[src/rtl/vic_irq_responder_pkg.sv]
// Shared types for the VIC IRQ responder: FSM state encoding, nesting stack entry
// and default vector-table geometry.
package vic_irq_responder_pkg;

    typedef enum logic [1:0] {
        ST_IDLE    = 2'd0,
        ST_PEND    = 2'd1,
        ST_TAKE    = 2'd2,
        ST_SERVICE = 2'd3
    } irq_state_e;

    typedef struct packed {
        logic [3:0] num;
        logic       nv;
    } irq_entry_t;

    localparam int NV_OFFSET_DEFAULT   = 'h40;
    localparam int ENTRY_SHIFT_DEFAULT = 2;

    // A non-vectored request always carries handler number 0.
    function automatic irq_entry_t make_entry(input logic [3:0] num, input logic nv);
        irq_entry_t e;
        e.num = nv ? 4'd0 : num;
        e.nv  = nv;
        return e;
    endfunction

endpackage

[src/rtl/vic_irq_responder_nest_stack.sv]
// LIFO of preempted handlers {num, nv}; used by vic_irq_responder only when
// VIC_IRQ_NEST_EN is defined.
module vic_irq_responder_nest_stack
    import vic_irq_responder_pkg::*;
#(
    parameter int DEPTH = 3
) (
    input  logic       clk,
    input  logic       rst_n,
    input  logic       push,
    input  logic       pop,
    input  irq_entry_t push_data,
    output irq_entry_t top_data,
    output logic       full,
    output logic       empty,
    output logic [2:0] count
);

    localparam int IW = (DEPTH > 1) ? $clog2(DEPTH) : 1;

    irq_entry_t mem [DEPTH];
    logic [2:0] count_q;
    logic [2:0] top_idx;

    assign full    = (count_q == 3'(DEPTH));
    assign empty   = (count_q == 3'd0);
    assign count   = count_q;
    assign top_idx = count_q - 3'd1;

    always_ff @(posedge clk or negedge rst_n) begin
        if (!rst_n) begin
            count_q <= 3'd0;
        end else if (push && !full) begin
            count_q <= count_q + 3'd1;
        end else if (pop && !empty) begin
            count_q <= count_q - 3'd1;
        end
    end

    // NOTE: storage is deliberately not reset; count_q gates every read, so stale
    // entries are never observed and the array can map to plain flops or RAM.
    always_ff @(posedge clk) begin
        if (push && !full) begin
            mem[count_q[IW-1:0]] <= push_data;
        end
    end

    assign top_data = empty ? '0 : mem[top_idx[IW-1:0]];

endmodule

[src/rtl/vic_irq_responder.sv]
// CPU-side end of the VIC request interface: waits for an instruction boundary,
// redirects fetch to the handler vector, acks the source and tracks service until
// RETI. Define VIC_IRQ_NEST_EN to enable preemption with a nesting stack.
module vic_irq_responder
    import vic_irq_responder_pkg::*;
#(
    parameter int ADDR_W      = 32,
    parameter int ENTRY_SHIFT = ENTRY_SHIFT_DEFAULT,
    parameter int NV_OFFSET   = NV_OFFSET_DEFAULT,
    parameter int NEST_DEPTH  = 4   // must be >= 2 when nesting is enabled
) (
    input  logic              clk,
    input  logic              rst_n,
    input  logic              irq_req,
    input  logic [3:0]        irq_handler_num,
    input  logic              irq_is_nv,
    input  logic              irq_global_en,
    input  logic              insn_boundary,
    input  logic              reti,
    input  logic [ADDR_W-1:0] vector_base,
    output logic              cpu_irq_take,
    output logic [ADDR_W-1:0] cpu_irq_pc,
    output logic              irq_ack,
    output logic [3:0]        irq_ack_num,
    output logic              irq_ack_is_nv,
    output logic              irq_active,
    output logic [3:0]        irq_active_num,
    output logic [2:0]        nest_depth
);

    irq_state_e state_q, state_d;
    irq_entry_t cur_q, cur_d;
    irq_entry_t arb_entry;
    logic       req_ok;
    logic       take;
    logic       in_service;
    logic [ADDR_W-1:0] entry_offset;

    assign req_ok    = irq_req & irq_global_en;
    assign arb_entry = make_entry(irq_handler_num, irq_is_nv);

`ifdef VIC_IRQ_NEST_EN
    logic       stk_push, stk_pop, stk_full, stk_empty;
    logic [2:0] stk_count;
    irq_entry_t stk_top;
    logic       preempts;

    // Lower number wins; any vectored request beats the non-vectored one.
    assign preempts = !irq_is_nv && (cur_q.nv || (irq_handler_num < cur_q.num));

    vic_irq_responder_nest_stack #(
        .DEPTH (NEST_DEPTH - 1)
    ) u_nest_stack (
        .clk       (clk),
        .rst_n     (rst_n),
        .push      (stk_push),
        .pop       (stk_pop),
        .push_data (cur_q),
        .top_data  (stk_top),
        .full      (stk_full),
        .empty     (stk_empty),
        .count     (stk_count)
    );
`endif

    // NOTE: sequential state uses non-blocking assignments so every register in the
    // design samples pre-edge values regardless of evaluation order.
    always_ff @(posedge clk or negedge rst_n) begin
        if (!rst_n) begin
            state_q <= ST_IDLE;
            cur_q   <= '0;
        end else begin
            state_q <= state_d;
            cur_q   <= cur_d;
        end
    end

    // NOTE: every signal driven here gets a default first, so no branch can leave
    // one unassigned and infer a latch.
    always_comb begin
        state_d = state_q;
        cur_d   = cur_q;
`ifdef VIC_IRQ_NEST_EN
        stk_push = 1'b0;
        stk_pop  = 1'b0;
`endif
        unique case (state_q)
            ST_IDLE: begin
                if (req_ok) state_d = ST_PEND;
            end
            ST_PEND: begin
                if (!req_ok) begin
                    state_d = ST_IDLE;
`ifdef VIC_IRQ_NEST_EN
                    // Withdrawn preemption resumes the interrupted handler.
                    if (!stk_empty) begin
                        stk_pop = 1'b1;
                        cur_d   = stk_top;
                        state_d = ST_SERVICE;
                    end
`endif
                end else if (insn_boundary) begin
                    cur_d   = arb_entry;
                    state_d = ST_TAKE;
                end
            end
            ST_TAKE: begin
                state_d = ST_SERVICE;
            end
            ST_SERVICE: begin
                if (reti) begin
                    state_d = ST_IDLE;
`ifdef VIC_IRQ_NEST_EN
                    if (!stk_empty) begin
                        stk_pop = 1'b1;
                        cur_d   = stk_top;
                        state_d = ST_SERVICE;
                    end
                end else if (req_ok && preempts && !stk_full) begin
                    stk_push = 1'b1;
                    state_d  = ST_PEND;
`endif
                end
            end
            default: state_d = ST_IDLE;
        endcase
    end

    assign take       = (state_q == ST_TAKE);
    assign in_service = (state_q == ST_SERVICE);

    // Vector arithmetic wraps modulo 2^ADDR_W by construction.
    assign entry_offset = cur_q.nv ? ADDR_W'(NV_OFFSET)
                                   : (ADDR_W'(cur_q.num) << ENTRY_SHIFT);

    assign cpu_irq_take   = take;
    assign cpu_irq_pc     = take ? (vector_base + entry_offset) : '0;
    assign irq_ack        = take;
    assign irq_ack_num    = take ? cur_q.num : 4'd0;
    assign irq_ack_is_nv  = take & cur_q.nv;
    assign irq_active     = in_service;
    assign irq_active_num = in_service ? cur_q.num : 4'd0;

`ifdef VIC_IRQ_NEST_EN
    assign nest_depth = stk_count + {2'b00, in_service};
`else
    assign nest_depth = (in_service && NEST_DEPTH > 0) ? 3'd1 : 3'd0;
`endif

endmodule
[config.mk]
export PLATFORM = sky130hd
export DESIGN_NAME = vic_irq_responder
export DESIGN_NICKNAME = d
export VERILOG_FILES = /design/src/rtl/vic_irq_responder_pkg.sv /design/src/rtl/vic_irq_responder_nest_stack.sv /design/src/rtl/vic_irq_responder.sv
export SDC_FILE = /design/constraint.sdc
export NUM_CORES = 1
export LEC_CHECK = 0
export BUFFER_PORTS_ARGS = -buffer_cell sky130_fd_sc_hd__buf_2
export CORE_UTILIZATION = 39
export CTS_CLUSTER_SIZE = 10
export DETAILED_ROUTE_END_ITERATION = 10
export MAX_ROUTING_LAYER = met4
export PLACE_DENSITY = 0.77
export SLEW_MARGIN = 10
export SYNTH_ARGS = -nofsm -noshare
export SYNTH_HDL_FRONTEND = slang
export SYNTH_SLANG_ARGS = --single-unit
[constraint.sdc]
create_clock -name clk -period 2.1 [get_ports clk]
set_input_delay 0.105 -clock clk [delete_from_list [all_inputs] [get_ports clk]]
set_output_delay 0.105 -clock clk [all_outputs]
set_load 0.05 [all_outputs]
## Yosys cells after proc, flatten, opt, wreduce, memory -nomap -nowiden

Cells that the tools add are included.

- Input port bits: 43
- Word-level logic and storage cells: 26
- Output and inout bits: 47
- Bits in registers: 7

- Bitwise operators: 2
- Add/subtract/negate cells: 1
- Reduce and logical (&&, ||, !) cells: 3
- Multiplexer cells: 11
- Equal/unequal tests: 6

Operators by type and width:

| cell | count |
|---|---|
| adder 32 x 7 -> 32 bit | 1 |
| 2-to-1 mux 32 bit | 1 |
| 2-to-1 mux 4 bit | 3 |
| 2-to-1 mux 2 bit | 4 |
| one-hot mux 2 bit (4 select lines) | 1 |
| 2-to-1 mux 7 bit | 1 |
| AND reduction 3 bit | 2 |
| equality test 2 bit, second input constant | 2 |
| inequality test 2 bit, second input constant | 2 |
| inequality test 3 bit, second input constant | 1 |
| AND 1 bit | 2 |
| equality test 2 x 1 -> 1 bit, second input constant | 1 |
| zero test 2 bit | 1 |
| 2-to-1 mux 1 bit | 1 |

## Logic depth before layout (Yosys ltp)

- Depth after elaboration: 3
- Mapped depth: 10

## Worst setup path before layout

OpenSTA, ideal clock, no wires.

- Path type: reg2out
- Start: reg cur_q[0] (netlist bit)
- End: out cpu_irq_pc[24]
- Cell stages (with the launch flop): 10
- Slack: -791 ps
- Path buffers: 0
- Arrival time: 2786 ps
- Cell sequence: dfrtp_1 nor2b_1 ha_1 inv_1 fa_1 nor2b_1 o31a_1 nor2_1 or4_1 a21oi_1

- Cells in the longest elaborated chain, start to end: 3

Ends and longest elaborated chain:

| item | line | source |
|---|---|---|
| start, declared | vic_irq_responder.sv:32 | `irq_entry_t cur_q, cur_d;` |
| start signal, assigned | vic_irq_responder.sv:74 | `cur_q <= cur_d;` |
| 2-to-1 mux 7 bit | vic_irq_responder.sv:133 | `assign entry_offset = cur_q.nv ? ADDR_W'(NV_OFFSET)` |
| adder 32 x 7 -> 32 bit | vic_irq_responder.sv:137 | `assign cpu_irq_pc = take ? (vector_base + entry_offset) : '0;` |
| 2-to-1 mux 32 bit | vic_irq_responder.sv:137 |  |
| end, declared | vic_irq_responder.sv:22 | `output logic [ADDR_W-1:0] cpu_irq_pc,` |

No other way between the ends.

## Final worst setup path

Ends and elaborated chain as after synthesis.

==> metrics.cfg <==
[worst_setup_path]
r2r_end = cur_q[0]$_DFFE_PN0P_
reg2reg_from = state_q[0]$_DFFE_PN0P_
critical_path_arrival_ps = 2500
required_ps = 2000
ff2ff_setup_slack_ps = 600
critical_path.endpoint_type = output pin
critical_path_class = register to output pin
worst_r2r_path_depth = 4
critical_path.max_fanout = 4
cp-start-kind = register
endpoint = cpu_irq_pc[24]
cp-startpoint = cur_q[0]$_DFFE_PN0P_

[drt]
avgViaCountPerCell = 5.235
dr.pass1.iters = 4
drtIter0Drc = 100
drc_errors = 0
postRouteWirelength_mm = 4.720
wire_per_inst_um = 13.18
wl_met2_mm = 2.536
dr_wl_met3_um = 192
dr.max_layer_used = met4
wl_met1_mm = 1.920
ant_nets = 0
num_vias = 1874

[sta]
fin_skew_ps = 3.271
hold_viol = 0
setup_violations = 26
timing.final.ws_setup_ps = -509.7
fmax_mhz = 383.2
min_period_ps = 2610
final.setup.tns_ps = -10030
timing.final.max_slew_violations = 0
rsz0062_at_grt = yes
fin_crit_sh = 1.243

[synthesis]
synth-seq-area-share = 0.1239
synth_edf_count = 0
ys_seq_elements = 7
netlist_area_mm2 = 0.001414
synth_top_area_cell = dfrtp_1
yosysUniqueCellTypes = 45
syn_area_per_cell_um2 = 7.069
synthTopCellsByCount = nand2_1, nor2_1, and2_1, xor2_1
yosysMostFrequentCell = nand2_1
synthTopCellsByArea = dfrtp_1, xor2_1, nand2_1, mux2i_1, and2_1
netlist_instances = 200
synth_flop_cell = dfrtp_1
synth_top_cell_area_share = 0.1239
async_reset_ff_frac = 1.000
yosys_warnings = 0

[cts]
ctsRootBufferMaster = clkbuf_4
cts_max_level = 1
clock-sinks = 7
clk_latency_ps = 250
cts_tree = done
clk_pin_slew_worst_paths_ps = 50
clock_path_buffers = 2
cts_buffers = 3

[placement]
pre_cts_slack_ps = -368.4
place_hpwl_mm = 3.509
numPortBuffers = 87
place_congestion = 0.8394
dp.cells = 347

[floorplanning]
die_area_mm2 = 0.003870
core_mm2 = 0.003416
num_rows = 21
die_h_um = 62.21
start_util = 0.4139
io_pins = 90
die_w_um = 62.21

[global_route]
grtUsageTotal = 0.2489
grt_max_degree = 13
grt_antenna_before_repair = 0
grt-ovfl-total = 0
grt_pass1_wl_mm = 7.693
grt_pass1_vias = 1790

[finish]
seqCellArea_um2 = 175.2
multi_input_area_mm2 = 0.001520
drive_gt1_frac = 0.6186
area_growth_pct = 91.24
nFillCells = 246
stdcell_count = 358
n_antenna_cell = 0
nNetsFinal = 362

[pwr]
p_leak_nw = 1.201
power_density_mw_per_mm2 = 1157
vdd_drop_max_v = 0.0009896

[min_path]
holdCritPathClass = input pin to register

[run_status]
status = finished, violations left
violations = negative setup slack

[job]
drv_cap = 0

==> critical path, stage by stage, from the launching register on <==
cell     delay (ps)
dfrtp_1         390
nor2b_2         120
ha_2            190
inv_2            40
fa_2            380
nor2b_4         130
o31a_1          200
nor2_2           70
or4_4           430
a21oi_4         150
buf_8           160
==> through the flow <==
stage | util | area (um^2) | power (mW) | hold slack [ps]
floorplan | - | 1710 | 1.991 | -190.6
global placement | 0.6817 | 2328 | 2.566 | -60.05
detailed placement | 0.6817 | 2328 | 2.590 | -54.70
CTS | 0.7755 | 2649 | 3.037 | 23.60
global route | 0.7916 | 2704 | 3.300 | 33.01
finish | 0.7916 | 2704 | 3.129 | 29.59
==> power breakdown <==
group	internal, mW	switching [mW]	total (mW)
Combinational	1.05	1.72	2.77
Sequential	0.196	0.0396	0.236
Clock	0.0724	0.0480	0.120
Total	1.32	1.81	3.13
==> metal layers <==
layer | track usage | vias up
li1 | - | 927
met1 | 0.2741 | 868
met2 | 0.4602 | 71
met3 | 0.01471 | 8
met4 | 0.1076 | 0
met5 | - | -
==> layout by cell type, fill, tap and decap left out, drive strengths merged, types with 6 or more instances in the layout <==
master    n
nand3     7
xor2     12
nand4     7
nor2     20
dfrtp     7
inv       7
and2     12
nand2    23
buf     120
o21ai     9
and3      6
or2       8
mux2i     8
==> how the worst min path moves through the flow <==
stage | startpoint | end | slack [ps] | depth (start not counted)
detailed placement | rst_n | cur_q[1]$_DFFE_PN0P_ | -50 | 1
CTS | reti | state_q[0]$_DFFE_PN0P_ | 20 | 2
global route | reti | state_q[0]$_DFFE_PN0P_ | 30 | 2
finish | reti | state_q[0]$_DFFE_PN0P_ | 30 | 2
global placement | rst_n | cur_q[1]$_DFFE_PN0P_ | -60 | 1
floorplan | rst_n | async pin | -190 | 0
==> cell families after synthesis <==
logic type	after synthesis	share of synthesized area
other cells	1	0.002652
simple gates	111	0.4496
mux	9	0.06460
flops	7	0.1239
compound gates	30	0.1443
buf+inv	22	0.06991
fa+ha+maj	6	0.05841
xor+xnor	14	0.08673
==> layout make-up <==
class | instances | share of cell area
Multi-Input combinational cell | 172 | 0.5622
Timing Repair Buffer | 121 | 0.3295
Sequential cell | 7 | 0.06478
Tap cell | 46 | 0.02129
Inverter | 8 | 0.01249
Clock buffer | 4 | 0.009718
==> what timing repair did <==
action | in CTS | in global routing
hold endpoints to repair | 7 | 0
endpoints found under the setup margin | 27 | 36
gates resized for setup | 71 | 12
hold buffers | 1 | 0
buffers inserted | 4 | 2
pin swaps | 18 | 6
Note: power is estimated with default switching activity, not from simulation.
